**config.mk**
```make
export PLATFORM = sky130hd
export DESIGN_NAME = rr_grant_arbiter
export DESIGN_NICKNAME = d
export VERILOG_FILES = /design/src/rtl/arb_pkg.sv /design/src/rtl/rr_pick.sv /design/src/rtl/rr_grant_arbiter.sv
export SDC_FILE = /design/constraint.sdc
export NUM_CORES = 1
export LEC_CHECK = 0
export BUFFER_PORTS_ARGS = -buffer_cell sky130_fd_sc_hd__buf_2
export CAP_MARGIN = 20
export CORE_UTILIZATION = 55
export DETAILED_ROUTE_END_ITERATION = 8
export PLACE_DENSITY_LB_ADDON = 0.15
export REMOVE_ABC_BUFFERS = 1
export SLEW_MARGIN = 20
export SYNTH_ARGS = -nofsm -noshare
export SYNTH_HDL_FRONTEND = slang
export SYNTH_SLANG_ARGS = --single-unit
```
**constraint.sdc**
```tcl
create_clock -name clk -period 3.8 [get_ports clk]
set_clock_uncertainty 0.15 [all_clocks]
set_input_delay 0.19 -clock clk [delete_from_list [all_inputs] [get_ports clk]]
set_output_delay 0.19 -clock clk [all_outputs]
set_load 0.02 [all_outputs]
```
**src/rtl/arb_pkg.sv**
```systemverilog
// Shared types and helpers for the round-robin grant arbiter.
package arb_pkg;

    // Arbiter sequencing: wait for a request, own the slot, one dead cycle.
    typedef enum logic [1:0] {
        IDLE  = 2'd0,
        GRANT = 2'd1,
        GAP   = 2'd2
    } arb_state_e;

    // One decimal digit for the seven-segment driver.
    typedef logic [3:0] bcd_t;

    // Width of a counter that must be able to hold the value max_hold.
    function automatic int hold_cnt_width(input int max_hold);
        return $clog2(max_hold + 1);
    endfunction

endpackage

```
**src/rtl/rr_pick.sv**
```systemverilog
// Wrapping first-one search: finds the first set request bit scanning from
// ptr upward and wrapping to 0. Purely combinational.
module rr_pick #(
    parameter int N    = 16,
    parameter int OUTW = $clog2(N)
) (
    input  logic [N-1:0]    req,
    input  logic [OUTW-1:0] ptr,
    output logic            found,
    output logic [OUTW-1:0] idx
);

    logic [2*N-1:0] req_dbl;
    logic [2*N-1:0] req_cand;

    // Doubling the vector turns the wrapping scan into a linear one: bits
    // below ptr are masked off in the low copy and reappear in the high copy.
    always_comb begin
        // NOTE: every output of a combinational block gets a default before
        // any conditional assignment, otherwise the tool infers a latch.
        found    = 1'b0;
        idx      = '0;
        req_dbl  = {req, req};
        req_cand = req_dbl & ~(((2*N)'(1) << ptr) - (2*N)'(1));
        // Scan downward so the lowest set candidate is the one left standing.
        for (int j = 2*N-1; j >= 0; j--) begin
            if (req_cand[j]) begin
                found = 1'b1;
                idx   = (j >= N) ? OUTW'(j - N) : OUTW'(j);
            end
        end
    end

endmodule

```
**src/rtl/rr_grant_arbiter.sv**
```systemverilog
// Round-robin arbiter: one owner at a time, grant held until the owner drops
// its request, one dead cycle between owners, registered BCD of the index.
// Optional feature: define ARB_TIMEOUT_EN to force-release a grant that has
// been held for MAX_HOLD cycles.
module rr_grant_arbiter
    import arb_pkg::*;
#(
    parameter int N        = 16,
    parameter int OUTW     = $clog2(N),
    parameter int MAX_HOLD = 1000
) (
    input  logic            clk,
    input  logic            rst,
    input  logic [N-1:0]    req,
    output logic [N-1:0]    gnt,
    output logic            gnt_valid,
    output logic [OUTW-1:0] gnt_idx,
    output bcd_t            tens,
    output bcd_t            ones
);

    // Reject an unusable hold limit at elaboration.
    if (MAX_HOLD < 2) begin : g_max_hold_check
        $error("rr_grant_arbiter: MAX_HOLD must be at least 2");
    end

    arb_state_e      state_q,     state_d;
    logic [OUTW-1:0] ptr_q,       ptr_d;
    logic [N-1:0]    gnt_q,       gnt_d;
    logic            gnt_valid_q, gnt_valid_d;
    logic [OUTW-1:0] gnt_idx_q,   gnt_idx_d;
    bcd_t            tens_q,      tens_d;
    bcd_t            ones_q,      ones_d;

    logic            pick_found;
    logic [OUTW-1:0] pick_idx;
    logic            timeout_hit;

    rr_pick #(
        .N    (N),
        .OUTW (OUTW)
    ) u_pick (
        .req   (req),
        .ptr   (ptr_q),
        .found (pick_found),
        .idx   (pick_idx)
    );

`ifdef ARB_TIMEOUT_EN
    localparam int CNT_W = hold_cnt_width(MAX_HOLD);

    logic [CNT_W-1:0] hold_q, hold_d;

    assign timeout_hit = (hold_q == CNT_W'(MAX_HOLD - 1));

    // Hold counter: cleared when a grant starts, counts every GRANT cycle.
    always_comb begin
        hold_d = hold_q;
        if (state_q == IDLE && pick_found) begin
            hold_d = '0;
        end else if (state_q == GRANT && req[gnt_idx_q] && !timeout_hit) begin
            hold_d = hold_q + CNT_W'(1);
        end
    end

    // Hold counter register.
    always_ff @(posedge clk) begin
        if (rst) begin
            hold_q <= '0;
        end else begin
            hold_q <= hold_d;
        end
    end
`else
    assign timeout_hit = 1'b0;
`endif

    // Next-state and next-output decision for the grant sequencer.
    always_comb begin
        state_d     = state_q;
        ptr_d       = ptr_q;
        gnt_d       = gnt_q;
        gnt_valid_d = gnt_valid_q;
        gnt_idx_d   = gnt_idx_q;
        tens_d      = tens_q;
        ones_d      = ones_q;
        case (state_q)
            IDLE: begin
                if (pick_found) begin
                    gnt_d       = N'(1) << pick_idx;
                    gnt_valid_d = 1'b1;
                    gnt_idx_d   = pick_idx;
                    tens_d      = bcd_t'(int'(pick_idx) / 10);
                    ones_d      = bcd_t'(int'(pick_idx) % 10);
                    state_d     = GRANT;
                end
            end
            GRANT: begin
                // Only the owner's bit matters; index and digits stay latched
                // so the display keeps showing the last owner.
                if (!req[gnt_idx_q] || timeout_hit) begin
                    gnt_d       = '0;
                    gnt_valid_d = 1'b0;
                    ptr_d       = (gnt_idx_q == OUTW'(N - 1)) ? '0
                                                              : gnt_idx_q + OUTW'(1);
                    state_d     = GAP;
                end
            end
            GAP:     state_d = IDLE;
            default: state_d = IDLE;
        endcase
    end

    // State, pointer and output registers; reset overrides everything.
    always_ff @(posedge clk) begin
        // NOTE: clocked blocks use non-blocking assignments so every flop
        // samples the pre-edge values, independent of statement order.
        if (rst) begin
            state_q     <= IDLE;
            ptr_q       <= '0;
            gnt_q       <= '0;
            gnt_valid_q <= 1'b0;
            gnt_idx_q   <= '0;
            tens_q      <= '0;
            ones_q      <= '0;
        end else begin
            state_q     <= state_d;
            ptr_q       <= ptr_d;
            gnt_q       <= gnt_d;
            gnt_valid_q <= gnt_valid_d;
            gnt_idx_q   <= gnt_idx_d;
            tens_q      <= tens_d;
            ones_q      <= ones_d;
        end
    end

    assign gnt       = gnt_q;
    assign gnt_valid = gnt_valid_q;
    assign gnt_idx   = gnt_idx_q;
    assign tens      = tens_q;
    assign ones      = ones_q;

endmodule
```
==> results of run 1 <==
## worst register-to-register path, stage by stage, from the launching register on
cell       delay (ns)
dfxtp_1          0.44
nor2_1           0.12
nand2_1          0.08
ha_1             0.15
or4b_4           0.57
a21oi_1          0.23
o211ai_1         0.11
a2111oi_1        0.63
nand3b_1         0.23
nor2_2           0.09
inv_2            0.06
ha_1             0.11
nor4bb_1         0.21
a21oi_1          0.07
o21ai_1          0.08
## per-stage QoR
| step | instances | worst slack (ns) |
|---|---|---|
| after global routing | 390 | 0.123 |
| after CTS | 390 | 0.244 |
| after detailed placement | 382 | 0.275 |
| final | 390 | 0.403 |
| after global placement | 382 | 0.306 |
| after floorplan | 278 | -0.138 |
## cells by family (layout without fill, tap and decap cells)
| group | count (synthesis) | count (layout) | synth area share |
|---|---|---|---|
| compound gates | 95 | 95 | 0.283 |
| fa+ha+maj | 4 | 4 | 0.0216 |
| xor+xnor | 2 | 2 | 0.00754 |
| other cells | 1 | 3 | 0.00161 |
| buf+inv | 30 | 71 | 0.0641 |
| flops | 31 | 31 | 0.267 |
| mux | 11 | 11 | 0.0754 |
| simple gates | 123 | 123 | 0.279 |
## flip-flops by register name, indices dropped and copies added (netlist names)
register,count
gnt,16
gnt_idx,4
ptr_q,4
ones,3
state_q,2
gnt_valid,1
tens,1
## power breakdown
group          switching (mW)  internal [mW]
registers              0.0560          0.375
logic                   0.600          0.416
clock network           0.121          0.165
total                   0.778          0.956
## cell type report
class | instances | area share
repair buffers | 54 | 0.111
inverters | 9 | 0.0126
flip-flops and latches | 31 | 0.231
well taps | 50 | 0.0233
clock buffers | 8 | 0.0373
multi-input cells | 238 | 0.585
## cells in the mapped netlist, drive strengths merged (3+ instances only)
library cell / count / area (µm²)
o21ai: 33 / 165
mux2i: 4 / 40.0
and3: 3 / 18.8
mux4: 5 / 113
nor2b: 9 / 56.3
clkbuf: 9 / 33.8
nand2: 37 / 139
dfxtp: 31 / 621
inv: 9 / 33.8
a22oi: 3 / 22.5
ha: 4 / 50.1
nand3: 11 / 67.6
and2: 6 / 37.5
o211ai: 4 / 35.0
o221ai: 3 / 26.3
nor3b: 3 / 27.5
a21boi: 3 / 22.5
nand3b: 3 / 22.5
a31oi: 3 / 18.8
nor2: 26 / 100
nand2b: 6 / 37.5
a21oi: 16 / 83.8
buf: 12 / 81.3
a21o: 4 / 30.0
nor3: 6 / 30.0
## per-layer routing
metal | track usage | wire, µm | vias up
met4 | 0.0824 | 93 | 0
met5 | 0 | 0 | -
met3 | 0.0908 | 459 | 14
met1 | 0.408 | 2880 | 1140
met2 | 0.479 | 2790 | 106
li1 | - | - | 1176
## final timing paths
path / from / end / slack (ns) / cells past startpoint
worst max-delay path: ptr_q[1]$_SDFFE_PP0P_ / ones[3]$_SDFFE_PP0P_ / 0.40 / 14
worst min-delay path: rst / gnt_idx[0]$_SDFFE_PP0P_ / 0.09 / 2
worst max register to register: ptr_q[1]$_SDFFE_PP0P_ / ones[3]$_SDFFE_PP0P_ / 0.40 / 14
worst min register to register: gnt[11]$_SDFFE_PP0P_ / gnt[11]$_SDFFE_PP0P_ / 0.29 / 2
==> results by group, run 1 <==
GRT
  – GRT Total Usage: 0.307
  – Largest net degree at the start of global routing: 20
  – Initial antenna violation count: 0
  – Vias in the first global route: ~2.2k
  – Gr ovfl total: 0
  – First-pass GRT wire length: about 10000 µm

Placed design
  – # port buffers: 43
  – Dpl cell area: around 2600 µm²
  – DP HPWL: between 4000 and 5000 µm
  – GPL Wtd Cong: between 0.9 and 1

Flow run
  – Max-cap violations: 0

Setup path
  – Max incr delay on CP: 0.63 ns
  – Kind of critical path: flop to flop
  – Max Fanout on Critical Path: 15
  – Critical path arrival: 3.47 ns
  – CP Cell Sequence: nor2_1 -> nand2_1 -> ha_1 -> or4b_4 -> a21oi_1 -> o211ai_1 -> a2111oi_1 -> nand3b_1 -> nor2_2 -> inv_2 -> ha_1 -> nor4bb_1 -> a21oi_1 -> o21ai_1
  – Buf/Inv on CP: 1
  – Critical Path RT: about 3.9 ns
  – CP max-delay cell: a2111oi_1
  – CP Capture Type: flop
  – CP delay by family, top: simple AND/OR/NAND/NOR gates
  – Startpoint Class: flop

Timing
  – Pins Over Slew Limit: 0
  – Final hold violations: 0
  – Slew @ Worst Pin: roughly 0.66 ns
  – Fmax: 0.294 GHz
  – Final hold slack: roughly 0.088 ns
  – Setup TNS: 0 ns
  – Post-layout min period: between 3 and 4 ns
  – RSZ-0062 raised after global routing: no
  – Final worst-path cycle share: 0.894
  – Max-slew headroom: 0.561
  – Setup violations, final: 0

Synthesis
  – Post-Syn Area: around 2300 µm²
  – Mean Syn Cell Area: between 7 and 8 µm²
  – Post-synth EDFFs: 0
  – Synth warn: 0
  – Post-Syn Instances: a little under 300
  – Sequential fraction of the synthesis area: 0.267
  – Synth unique cells: 70
  – Yosys reg bits: 31
  – Asr flop ratio synth: 0
  – Most used DFF post-synth: dfxtp_1

Detailed routing
  – Starting DRT DRC Count: 251
  – Routed wire length: between 6000 and 7000 µm
  – Total number of vias: ~2.4k
  – Vias per cell: between 6 and 7
  – Pre-antenna DRT Iters: 5
  – DRC: 0
  – Final antenna-violating net count: 0
  – Drt wl/cell: roughly 16 µm

Die
  – Die W: 67.0 µm
  – Top Ports: 47
  – Row count: 23
  – Die area: roughly 4500 µm²
  – Initial core utilization: 0.576
  – Die Y-Extent: 67.0 µm
  – Core area: roughly 4000 µm²

Clock tree
  – CTS buffer count: 5
  – Clk sinks: 31
  – # resized after CTS: 0
  – CTS tree: yes
  – CTS root buf: clkbuf_8
  – Clk_lat worst skew: about 0.29 ns
  – Post-CTS setup buffers: 0
  – CTS max path bufs: 2
  – H-tree Lvls: 2
  – Hold buffer count at cts: 0
  – Clock slew at reported path FFs: roughly 0.07 ns

Final layout
  – Fraction of layout cells with a size suffix above 1: 0.250
  – Design Area, Final: 2680 µm²
  – # nets final: 361
  – Diode count: 0
  – Area growth, synth to finish: 15.6%
  – Fillcell total: 363
  – Multi-input logic area: between 1500 and 2000 µm²
  – Final Core Density: 0.666
  – Commonest non-fill, non-tap cell in the layout: buf_2
  – Most frequent cells in the layout: 43 x buf_2, 37 x nand2_1, 31 x dfxtp_1
  – Register area: between 600 and 700 µm²

Power
  – Leak: 1.10 nW
  – Max rail drop VDD: between 500 and 600 µV
  – Power, Total: between 1.5 and 2 mW
  – Pwr per Cell Area: 646 nW/µm²

Run status
  – Outcome: finished, final reports clean

Hold path
  – Hold Crit Class: primary input to flop
No activity file was read; power rests on OpenSTA's default activity.
==> run 2: changes to the inputs <==
--- a/config.mk
+++ b/config.mk
@@ -5,6 +5,7 @@
 export SDC_FILE = /design/constraint.sdc
 export NUM_CORES = 1
 export LEC_CHECK = 0
+export ABC_AREA = 1
 export BUFFER_PORTS_ARGS = -buffer_cell sky130_fd_sc_hd__buf_2
 export CAP_MARGIN = 20
 export CORE_UTILIZATION = 55
==> run 2 against run 1 <==
Against the previous run: clock power decreased by 11%; first-iteration DRC count fell by 5.6%; final cell count rose by 19%; critical path depth rose by 5; critical endpoint is now gnt[3]$_SDFFE_PP0P_; largest cell class unchanged; non-clock buffer count decreased by 9; highest routed layer unchanged.
==> results by group, run 2 <==
GRT
  – Gr ovfl total: 0 (unchanged)
  – GRT Max-Usage Layer: met2
  – Met3 Use GR: 0.0574 (-0.0333)
  – Initial antenna violation count: 0 (unchanged)
  – Vias in the first global route: 2245 (+1.7%)
  – Largest net degree at the start of global routing: 27 (+35%)
  – GRT Total Usage: 0.297 (-0.0100)
  – First-pass GRT wire length: 9980 µm (-3.1%)
  – Met1 Use GR: 0.393 (-0.0149)
  – Met2 usage: 0.461 (-0.0173)

Die
  – Die area: 4510 µm² (+0.52%)
  – Die Y-Extent: 67.2 µm (+0.26%)
  – Row count: 23 (unchanged)
  – Initial core utilization: 0.580 (+0.00311)
  – Core area: 4030 µm² (unchanged)
  – Die W: 67.2 µm (+0.26%)
  – Top Ports: 47 (unchanged)

Synthesis
  – Yosys top cell area share: 0.266 (-0.00143)
  – Cell with the most instances after synthesis: nand2_1
  – Post-synth EDFFs: 0 (unchanged)
  – Asr flop ratio synth: 0 (unchanged)
  – Mean Syn Cell Area: 6.29 µm² (-20%)
  – Yosys reg bits: 31 (unchanged)
  – Sequential fraction of the synthesis area: 0.266 (-0.00143)
  – Post-Syn Instances: 371 (+25%)
  – Synth warn: 0 (unchanged)
  – Area contributors post-synth: dfxtp_1 27%, nand2_1 14%, inv_1 7.4%
  – Most used DFF post-synth: dfxtp_1
  – Leading area contributor after synthesis: dfxtp_1
  – Post-Syn Area: 2330 µm² (+0.54%)
  – Synth unique cells: 38 (-46%)
  – Most common library cells after synthesis: 88 x nand2_1, 46 x inv_1, 35 x nor2_1

Clock tree
  – Clk sinks: 31 (unchanged)
  – CTS buffer count: 5 (unchanged)
  – Hold buffer count at cts: 0 (unchanged)
  – CTS root buf: clkbuf_8
  – Clk_lat worst skew: 0.28 ns (about the same)
  – CTS max path bufs: 2 (unchanged)
  – Post-CTS setup buffers: 0 (unchanged)
  – # resized after CTS: 0 (unchanged)
  – Clock slew at reported path FFs: 0.07 ns (about the same)
  – CTS tree: yes
  – H-tree Lvls: 2 (unchanged)

Setup path
  – Buf/Inv on CP: 4 (+3)
  – CP max-delay cell: dfxtp_1
  – CP Cell Sequence: inv_2 -> nand2_2 -> nor2_1 -> inv_1 -> ha_1 -> inv_2 -> nor2_2 -> nand2_2 -> a21oi_1 -> nand3_1 -> nor2_1 -> nand2_1 -> nor4_2 -> nand4_1 -> nand3_4 -> inv_4 -> nor2_8 -> nand2_1 -> a21oi_1
  – Kind of critical path: flop to flop
  – CP Capture Type: flop
  – CP delay by family, top: simple AND/OR/NAND/NOR gates
  – Max Fanout on Critical Path: 16 (+1)
  – Max incr delay on CP: 0.43 ns (-0.20 ns)
  – Critical path arrival: 3.40 ns (-0.07 ns)
  – Critical Path RT: 3.86 ns (about the same)
  – Startpoint Class: flop

Timing
  – Setup violations, final: 0 (unchanged)
  – Fmax: 0.300 GHz (+1.9%)
  – RSZ-0062 raised after global routing: no
  – Setup TNS: 0 ns (unchanged)
  – Final hold slack: 0.241 ns (+0.153 ns)
  – Final worst-path cycle share: 0.877 (-0.0168)
  – Slew @ Worst Pin: 0.622 ns (-0.0330 ns)
  – Pins Over Slew Limit: 0 (unchanged)
  – Final hold violations: 0 (unchanged)
  – Post-layout min period: 3.33 ns (-0.0639 ns)
  – Max-slew headroom: 0.582 (+0.0208)

Power
  – Sw Ratio: 0.576 (+0.127)
  – Clock Power Share: 0.105 (-0.060)
  – Leak: 1.26 nW (+15%)
  – Power, Total: 2.42 mW (+40%)
  – NetSw: 1.40 mW (+79%)
  – Max rail drop VDD: 472 µV (-12%)
  – Comb pwr share: 0.691 (+0.105)
  – Pwr per Cell Area: 918 nW/µm² (+42%)
  – Int Pwr: 1.03 mW (+7.7%)
  – Reg power frac: 0.204 (-0.045)

Detailed routing
  – Total number of vias: 2561 (+5.1%)
  – Final antenna-violating net count: 0 (unchanged)
  – Starting DRT DRC Count: 237 (-5.6%)
  – Routed wire length: 6250 µm (+0.42%)
  – DRC: 0 (unchanged)
  – Drt wl/cell: 13.4 µm (-16%)
  – Pre-antenna DRT Iters: 5 (unchanged)
  – Vias per cell: 5.51 (-12%)

Final layout
  – Largest register FFs: 16 (unchanged)
  – Commonest non-fill, non-tap cell in the layout: nand2_1
  – Final Core Density: 0.656 (-0.0102)
  – # nets final: 436 (+21%)
  – Fraction of layout cells with a size suffix above 1: 0.234 (-0.0163)
  – Diode count: 0 (unchanged)
  – Fillcell total: 387 (+6.6%)
  – Area growth, synth to finish: 13.2%
  – Most frequent cells in the layout: 88 x nand2_1, 46 x inv_1, 43 x buf_2

Placed design
  – DP HPWL: 4820 µm (+4.3%)
  – GPL Wtd Cong: 0.978 (+2.9%)
  – # port buffers: 43 (unchanged)

Run status
  – Outcome: finished, final reports clean

Hold path
  – Hold Crit Class: primary input to flop

Flow run
  – Max-cap violations: 0 (unchanged)
run 2: changes by cell type after synthesis, sizes merged, moves of 4 or more:
cell and change:
and2 -6, clkbuf -7, nor2b -9, a21oi +29, a21o -4, nand4 +9
inv +43, mux4 -5, nand2 +66, nand2b -6, o21ai -5, nor2 +15
nand3 +13, mux2i -4
run 2: path summary, 6_finish.rpt:
check | from | slack [ns] | cells after the start | to
worst max-delay path | ptr_q[3]$_SDFFE_PP0P_ | 0.47 | 19 | gnt[3]$_SDFFE_PP0P_
worst min-delay path | rst | 0.24 | 2 | ptr_q[0]$_SDFFE_PP0P_
worst max register to register | ptr_q[3]$_SDFFE_PP0P_ | 0.47 | 19 | gnt[3]$_SDFFE_PP0P_
worst min register to register | gnt[5]$_SDFFE_PP0P_ | 0.31 | 2 | gnt[5]$_SDFFE_PP0P_
run 2: kinds of logic after synthesis:
kind of cell | Yosys count | share of synthesized area
flops | 31 | 0.266
xor+xnor | 1 | 0.00375
buf+inv | 63 | 0.118
other cells | 1 | 0.00161
fa+ha+maj | 4 | 0.0214
simple gates | 189 | 0.375
compound gates | 82 | 0.214
run 2: layout make-up:
class	count	area (µm²)	share of cell area
clock inverter	2	12.5	0.00473
timing repair buffer	45	230	0.0871
inverter	52	198	0.0748
tap	50	62.6	0.0237
multi-input combinational	279	1450	0.547
sequential	31	621	0.235
clock buffer	6	72.6	0.0275
run 2: worst reg2reg max path, cell delays in order (launching register included):
cell     delay [ns]
dfxtp_1        0.43
inv_2          0.11
nand2_2        0.15
nor2_1         0.07
inv_1          0.08
ha_1           0.24
inv_2          0.06
nor2_2         0.09
nand2_2        0.16
a21oi_1        0.22
nand3_1        0.11
nor2_1         0.17
nand2_1        0.09
nor4_2         0.14
nand4_1        0.21
nand3_4        0.20
inv_4          0.09
nor2_8         0.27
nand2_1        0.10
a21oi_1        0.14
run 2: metal layers:
layer | vias to the layer above | wire length, µm
li1 | 1292 | -
met5 | - | 0
met4 | 0 | 127
met2 | 105 | 2730
met3 | 13 | 487
met1 | 1151 | 2900
run 2: power groups by stage:
stage / Combinational [mW] / Clock [mW] / Sequential (mW)
after floorplan: 1.21 / 0 / 0.545
after global placement: 1.62 / 0 / 0.496
after detailed placement: 1.63 / 0 / 0.499
after CTS: 1.64 / 0.260 / 0.492
after global routing: 1.89 / 0.266 / 0.508
final: 1.68 / 0.256 / 0.494
run 2: through the flow:
stage	setup WS [ns]	instances	instance area, µm²
detailed placement	0.536	457	2560
CTS	0.511	465	2640
global route	0.119	465	2640
finish	0.467	465	2640
floorplan	0.875	362	2260
global placement	0.659	457	2560
